### config.mk
export PLATFORM = sky130hd
export DESIGN_NAME = wb_la_master
export DESIGN_NICKNAME = d
export VERILOG_FILES = /design/src/rtl/wb_la_master.sv
export SDC_FILE = /design/constraint.sdc
export NUM_CORES = 1
export LEC_CHECK = 0
export ABC_AREA = 1
export CAP_MARGIN = 20
export CORE_MARGIN = 2
export CORE_UTILIZATION = 41
export CTS_BUF_LIST = sky130_fd_sc_hd__clkbuf_4
export CTS_CLUSTER_DIAMETER = 100
export DETAILED_ROUTE_END_ITERATION = 10
export PLACE_DENSITY = 0.83
export SYNTH_ARGS = -nofsm -noshare
export SYNTH_HDL_FRONTEND = slang
export SYNTH_SLANG_ARGS = --single-unit
### constraint.sdc
create_clock -name wb_clk_i -period 1.47 [get_ports wb_clk_i]
set_clock_uncertainty 0.15 [all_clocks]
set_input_delay 0.147 -clock wb_clk_i [delete_from_list [all_inputs] [get_ports wb_clk_i]]
set_output_delay 0.147 -clock wb_clk_i [all_outputs]
set_load 0.03 [all_outputs]
### src/rtl/wb_la_master.sv
// Single-outstanding Wishbone classic initiator: command in, one bus cycle, response out.
// Optional bus watchdog enabled by defining WB_LA_MASTER_TIMEOUT_EN.
module wb_la_master #(
    parameter int unsigned TIMEOUT_CYCLES = 255,
    parameter logic [31:0] ERR_DATA       = 32'hDEAD_BEEF
) (
    input  logic        wb_clk_i,
    input  logic        wb_rst_i,
    // Command side: a command is taken on the cycle cmd_valid_i && cmd_ready_o is
    // sampled high at a rising edge; the response is consumed on the cycle
    // rsp_valid_o && rsp_ready_i is sampled high; both producers hold until then.
    input  logic        cmd_valid_i,
    output logic        cmd_ready_o,
    input  logic        cmd_we_i,
    input  logic [3:0]  cmd_sel_i,
    input  logic [31:0] cmd_adr_i,
    input  logic [31:0] cmd_dat_i,
    output logic        rsp_valid_o,
    input  logic        rsp_ready_i,
    output logic [31:0] rsp_dat_o,
    output logic        rsp_err_o,
    output logic        wbm_cyc_o,
    output logic        wbm_stb_o,
    output logic        wbm_we_o,
    output logic [3:0]  wbm_sel_o,
    output logic [31:0] wbm_adr_o,
    output logic [31:0] wbm_dat_o,
    input  logic        wbm_ack_i,
    input  logic [31:0] wbm_dat_i,
    output logic        busy_o,
    output logic [1:0]  dbg_state_o
);

    typedef enum logic [1:0] {
        S_IDLE = 2'd0,
        S_BUS  = 2'd1,
        S_RESP = 2'd2
    } state_e;

    state_e      state_q, state_d;
    logic        cyc_q, cyc_d;
    logic        we_q, we_d;
    logic [3:0]  sel_q, sel_d;
    logic [31:0] adr_q, adr_d;
    logic [31:0] dat_q, dat_d;
    logic [31:0] rsp_dat_q, rsp_dat_d;
    logic        timeout;

`ifdef WB_LA_MASTER_TIMEOUT_EN
    // Expiry fires on the TIMEOUT_CYCLES-th BUS cycle, so cyc is high that many cycles.
    localparam logic [15:0] TIMEOUT_LIM = 16'(TIMEOUT_CYCLES - 1);

    logic [15:0] cnt_q, cnt_d;
    logic        rsp_err_q, rsp_err_d;

    assign timeout = (state_q == S_BUS) && (cnt_q == TIMEOUT_LIM);

    always_comb begin
        cnt_d     = cnt_q;
        rsp_err_d = rsp_err_q;
        if (state_q == S_IDLE) begin
            cnt_d = '0;
        end else if (state_q == S_BUS) begin
            cnt_d = cnt_q + 16'd1;
            if (wbm_ack_i) begin
                rsp_err_d = 1'b0;
            end else if (timeout) begin
                rsp_err_d = 1'b1;
            end
        end
    end

    always_ff @(posedge wb_clk_i) begin
        if (wb_rst_i) begin
            cnt_q     <= '0;
            rsp_err_q <= 1'b0;
        end else begin
            cnt_q     <= cnt_d;
            rsp_err_q <= rsp_err_d;
        end
    end

    assign rsp_err_o = rsp_err_q;
`else
    logic unused_cfg;

    assign unused_cfg = ^{ERR_DATA, TIMEOUT_CYCLES};
    assign timeout    = 1'b0;
    assign rsp_err_o  = 1'b0;
`endif

    always_comb begin
        state_d   = state_q;
        cyc_d     = cyc_q;
        we_d      = we_q;
        sel_d     = sel_q;
        adr_d     = adr_q;
        dat_d     = dat_q;
        rsp_dat_d = rsp_dat_q;
        case (state_q)
            S_IDLE: begin
                if (cmd_valid_i) begin
                    we_d    = cmd_we_i;
                    sel_d   = cmd_sel_i;
                    adr_d   = cmd_adr_i;
                    dat_d   = cmd_dat_i;
                    cyc_d   = 1'b1;
                    state_d = S_BUS;
                end
            end
            S_BUS: begin
                // Ack is checked first so a coincident expiry still completes normally.
                if (wbm_ack_i) begin
                    cyc_d     = 1'b0;
                    rsp_dat_d = we_q ? 32'd0 : wbm_dat_i;
                    state_d   = S_RESP;
                end else if (timeout) begin
                    cyc_d     = 1'b0;
`ifdef WB_LA_MASTER_TIMEOUT_EN
                    rsp_dat_d = ERR_DATA;
`endif
                    state_d   = S_RESP;
                end
            end
            S_RESP: begin
                if (rsp_ready_i) begin
                    state_d = S_IDLE;
                end
            end
            default: begin
                cyc_d   = 1'b0;
                state_d = S_IDLE;
            end
        endcase
    end

    always_ff @(posedge wb_clk_i) begin
        if (wb_rst_i) begin
            state_q   <= S_IDLE;
            cyc_q     <= 1'b0;
            we_q      <= 1'b0;
            sel_q     <= '0;
            adr_q     <= '0;
            dat_q     <= '0;
            rsp_dat_q <= '0;
        end else begin
            state_q   <= state_d;
            cyc_q     <= cyc_d;
            we_q      <= we_d;
            sel_q     <= sel_d;
            adr_q     <= adr_d;
            dat_q     <= dat_d;
            rsp_dat_q <= rsp_dat_d;
        end
    end

    assign cmd_ready_o = (state_q == S_IDLE) && !wb_rst_i;
    assign rsp_valid_o = (state_q == S_RESP);
    assign rsp_dat_o   = rsp_dat_q;
    assign busy_o      = (state_q != S_IDLE);
    assign dbg_state_o = state_q;
    assign wbm_cyc_o   = cyc_q;
    assign wbm_stb_o   = cyc_q;
    assign wbm_we_o    = we_q;
    assign wbm_sel_o   = sel_q;
    assign wbm_adr_o   = adr_q;
    assign wbm_dat_o   = dat_q;

endmodule

======== After elaboration in Yosys (flattened, before gate mapping) ========
Cells that the tools add are included.
operators by class
  bitwise gates (word level) .............. 1
  eq/ne operators ......................... 5
  reductions and logical operators ........ 8
  muxes and demuxes ....................... 8
operator list
  cell                                                              number
  32-bit two-way mux                                                1
  2-bit two-way mux                                                 3
  2-bit one-hot mux with 3 select lines                             1
  3-bit AND reduction                                               2
  2-bit != test (second input constant)                             2
  2-bit AND reduction                                               2
  1-bit one-hot mux with 3 select lines                             1
  2-bit by 1-bit == test with 1-bit output (second input constant)  1
  2-bit == test (second input constant)                             1
  2-bit logical NOT                                                 1
  1-bit two-way mux                                                 2
  2-bit by 1-bit != test with 1-bit output (second input constant)  1
  2-bit nonzero test                                                1
  1-bit logical AND                                                 1
  1-bit logical NOT                                                 1
  1-bit inverter                                                    1
word-level totals
  flip-flop bits (word level) ............. 104

======== Depth between registers and ports, before layout ========
  depth in word-level cells ............... 3
  depth in mapped cells ................... 7
  gate-level depth less buffers ........... 5

======== Least setup slack after synthesis ========
No wires, ideal clock.
  kind .................................... flip-flop to flip-flop
  start ................................... register we_q, in the netlist wbm_we_o
  end ..................................... register rsp_dat_q[13], in the netlist rsp_dat_o[13]
  setup time .............................. 0.114 ns
  data required time ...................... 1.206 ns
  path slack .............................. -0.070 ns
  cell stages (with the launch flop) ...... 6
  arrival ................................. 1.276 ns
  path through ............................ dfxtp_1 buf_2 clkinv_1 clkbuf_1 a21oi_1 nor2_1
between the ends
  word-level cells in the longest chain between the ends .. 1
RTL lines
  element                 line  text
  start, declared         42    logic we_q, we_d;
  start signal, assigned  149   we_q <= we_d;
  32-bit two-way mux      115   rsp_dat_d = we_q ? 32'd0 : wbm_dat_i;
  end signal, assigned    153   rsp_dat_q <= rsp_dat_d;
  end, declared           46    logic [31:0] rsp_dat_q, rsp_dat_d;
No other way between the ends.
A chain may end at the register's enable or synchronous reset.

======== Worst setup path after layout ========
  start ................................... register state_q[1], in the netlist dbg_state_o[1]
  end ..................................... output cmd_ready_o
between the ends
  word-level cells in the longest chain between the ends .. 2
RTL lines
  element                 line  text
  start, declared         40    state_e state_q, state_d;
  start signal, assigned  147   state_q <= state_d;
  2-bit logical NOT       157   assign cmd_ready_o = (state_q == S_IDLE) && !wb_rst_i;
  1-bit logical AND       157
  end, declared           13    output logic cmd_ready_o,
No other way between the ends.

==> qor.csv <==
stage,metric,value,unit
floorplan,dieArea,10920,um2
global_route,grt.overflow.total,0,
yosys,netlist_area,4139,um2
yosys,synth_nets,661,
detailed_routing,routed_wl,12.37,mm
cells_and_area,drive_gt1_share,20.10,%
outcome,violations,setup timing,
floorplan,die_h,104.5,um
placement,port_buffers,213,
timing,fmax,653.9,MHz
hold_path,min_path_type,input pin to flip-flop,
yosys,yosys.cell_count.top_type,nor2_1,
global_route,grt_max_degree,53,
placement,placedInstanceArea,6402,um2
setup_path,cp_cell_sequence,nor2_4 > inv_2 > nor2_2 > buf_6,
yosys,yosysTopAreaCellShare,50.30,%
yosys,synth_common_cells,"nor2_1, dfxtp_1, o21bai_1, inv_1, nand2_1",
power_and_ir_drop,power_leakage,3.001,nW
cells_and_area,design_area,6526,um2
detailed_routing,drc,0,
yosys,synthArstFlopShare,0,%
cells_and_area,area_delta_synth_final,57.68,%
clock_network,htreeDepth,3,
hold_path,holdPathEnd,dbg_state_o[0]$_SDFFE_PP0P_,
global_route,grt_first_pass_wirelength,19.08,mm
setup_path,crit_fanout,4,
setup_path,cpPeakStageDelay,0.39,ns
clock_network,cts.reportedPaths.clkPinSlew,0.15,ns
hold_path,min_from,wb_rst_i,
timing,tns,-0.08514,ns
yosys,ys_types,19,
timing,rsz0062_at_grt,yes,
yosys,synth_area_leaders,"dfxtp_1, nor2_1, o21bai_1",
placement,place.gp.congestion,0.8545,
setup_path,cp_slowest_cell,dfxtp_4,
yosys,synth_seq_cells,104,
yosys,avgSynthCellArea,7.458,um2
clock_network,cts_sinks,104,
detailed_routing,vias,4205,
power_and_ir_drop,ir_drop,0.0006352,V
floorplan,die_w,104.5,um
placement,hpwl,8.683,mm
clock_network,root_buffer,clkbuf_4,
floorplan,rows,36,
global_route,track_usage,21.45,%
yosys,ys_seq_area_share,50.30,%
timing,fin_crit_sh,104.0,%
setup_path,r2r_end,wbm_dat_o[20]$_SDFFE_PP0P_,
detailed_routing,drt-wirelength-per-cell,13.76,um
yosys,syn_inst,555,
global_route,antenna_found_initial,0,
setup_path,crit_required,1.17,ns
power_and_ir_drop,p_total,6.847,mW
timing,finalSetupViolations,2,
floorplan,start_util,42.35,%
yosys,synth_flop_cell,dfxtp_1,
yosys,synth_area_leader_cell,dfxtp_1,
setup_path,worstRegToRegCells,7,
floorplan,ios,215,
detailed_routing,firstDrtPassIters,4,
clock_network,cts_buffers,9,
global_route,grt_pass1_vias,4111,
setup_path,r2r_start,dbg_state_o[1]$_SDFFE_PP0P_,
yosys,ys_warn_count,0,
timing,slew_viol_final,0,
setup_path,worstPathArrival,1.23,ns
clock_network,cts_tree,built,
clock_network,insertion_delay,0.43,ns
setup_path,cp-start-kind,flip-flop,
timing,setup_slack,-0.05918,ns
setup_path,crit_type,flip-flop to output port,
power_and_ir_drop,powerDensity,1049,nW/um2
hold_path,hold_depth,3,
flow_run,max_cap_viol_count,0,
clock_network,clk_path_buf_depth,2,
detailed_routing,initialDrtViolationCount,140,
cells_and_area,nets,867,
floorplan,design.core.area,9774,um2
detailed_routing,vias_per_cell,4.677,
yosys,synth_edf_count,0,
cells_and_area,insertedDiodeCount,0,
detailed_routing,antenna_left,0,
timing,finalWorstPathRequiredPeriod,1.529,ns
setup_path,cp-end-kind,output port,
setup_path,ff2ff_setup_slack,0.08,ns
timing,final_hold_viol_count,0,
outcome,status,"finished, violations left",
## stage by stage
stage | std cells | utilization, % | hold slack (ns) | setup WS (ns)
finish | 899 | 66.77 | 0.04975 | -0.05918
global route | 899 | 66.77 | 0.03653 | -0.1389
CTS | 896 | 68.87 | 0.02369 | -0.09392
detailed placement | 878 | 65.50 | 0.3231 | -0.02917
global placement | 878 | 65.50 | 0.3116 | 0.03065
floorplan | 555 | - | 0.1417 | 0.04413
## how the worst max path moves through the flow
| stage | depth (start not counted) | to | from |
|---|---|---|---|
| 3_5_place_dp | 5 | rsp_dat_o[31]$_SDFFE_PP0P_ | wbm_ack_i |
| 6_report | 4 | cmd_ready_o | dbg_state_o[1]$_SDFFE_PP0P_ |
| 5_1_grt | 4 | cmd_ready_o | dbg_state_o[1]$_SDFFE_PP0P_ |
| 4_1_cts | 4 | cmd_ready_o | dbg_state_o[0]$_SDFFE_PP0P_ |
| 3_3_place_gp | 5 | rsp_dat_o[26]$_SDFFE_PP0P_ | wbm_ack_i |
| 2_1_floorplan | 5 | rsp_dat_o[13]$_SDFFE_PP0P_ | wbm_we_o$_SDFFE_PP0P_ |
## cell usage in the layout (no fill, tap or decap)
master             n
nor2_4             1
clkbuf_16          2
dfxtp_1          101
buf_2             51
o21ai_1            1
buf_6              6
nand3_2            1
clkdlybuf4s18_2    4
inv_1             62
buf_12             4
o21bai_4           1
conb_1             1
clkbuf_4           9
bufinv_16          3
o21bai_1          68
inv_6              1
a21oi_1           21
clkdlybuf4s50_1  104
clkinv_2           1
nand2_1           52
nand3b_1           1
dfxtp_4            2
buf_4             10
clkinvlp_4         1
buf_8              1
clkdlybuf4s15_2   50
dfxtp_2            1
nand2_4            1
clkinv_1           3
nor2_2             2
o21ai_0           14
nor2_1           184
inv_2              2
## registers in the layout, indices dropped and copies added, names as in the netlist
| register | cells |
|---|---|
| rsp_dat_o | 32 |
| wbm_sel_o | 4 |
| wbm_adr_o | 32 |
| dbg_state_o | 2 |
| wbm_cyc_o | 1 |
| wbm_we_o | 1 |
| wbm_dat_o | 32 |
## power by group
group / switching [mW] / internal [mW] / total (mW) / leakage, nW
registers: 0.122 / 3.05 / 3.17 / 0.860
logic: 1.10 / 0.810 / 1.91 / 2.05
clock network: 0.917 / 0.848 / 1.76 / 0.0910
## cells by family (layout without fill, tap and decap cells)
| logic type | Yosys count | in the layout | synth area share (%) |
|---|---|---|---|
| compound gates | 105 | 105 | 16.87 |
| buf+inv | 103 | 314 | 10.55 |
| flops | 104 | 104 | 50.30 |
| other cells | 1 | 1 | 0.09060 |
| simple gates | 242 | 242 | 22.19 |
## area by class of cell
cell class	instances	area [um2]
clock buffer	9	67.56
inverter	66	252.7
timing repair buffer	232	2187
multi-input combinational	348	1652
fill	806	3248
tap	133	166.4
sequential	104	2091
clock inverter	7	110.1
## routing by layer
layer,track usage (%),share of wire [%],vias to the layer above
met1,23.37,40,1898
met2,36.93,47,184
met3,9.900,11,20
met5,0,0,-
li1,-,-,2103
met4,6.853,1.6,0
## worst max-delay path, delay by kind of cell, from the launching register on
kind / cells / cell delay, ns
flops: 1 / 0.39
simple gates: 2 / 0.21
buf+inv: 2 / 0.19
## timing repair
| action | 4_1_cts | 5_1_grt |
|---|---|---|
| setup endpoints to repair | 108 | 96 |
| hold buffers | 0 | 0 |
| cloned | 0 | 2 |
| setup buffers | 2 | 1 |
| pin swaps | 2 | 2 |
| resized for setup | 327 | 106 |
Power figures use the tool's default switching activity.
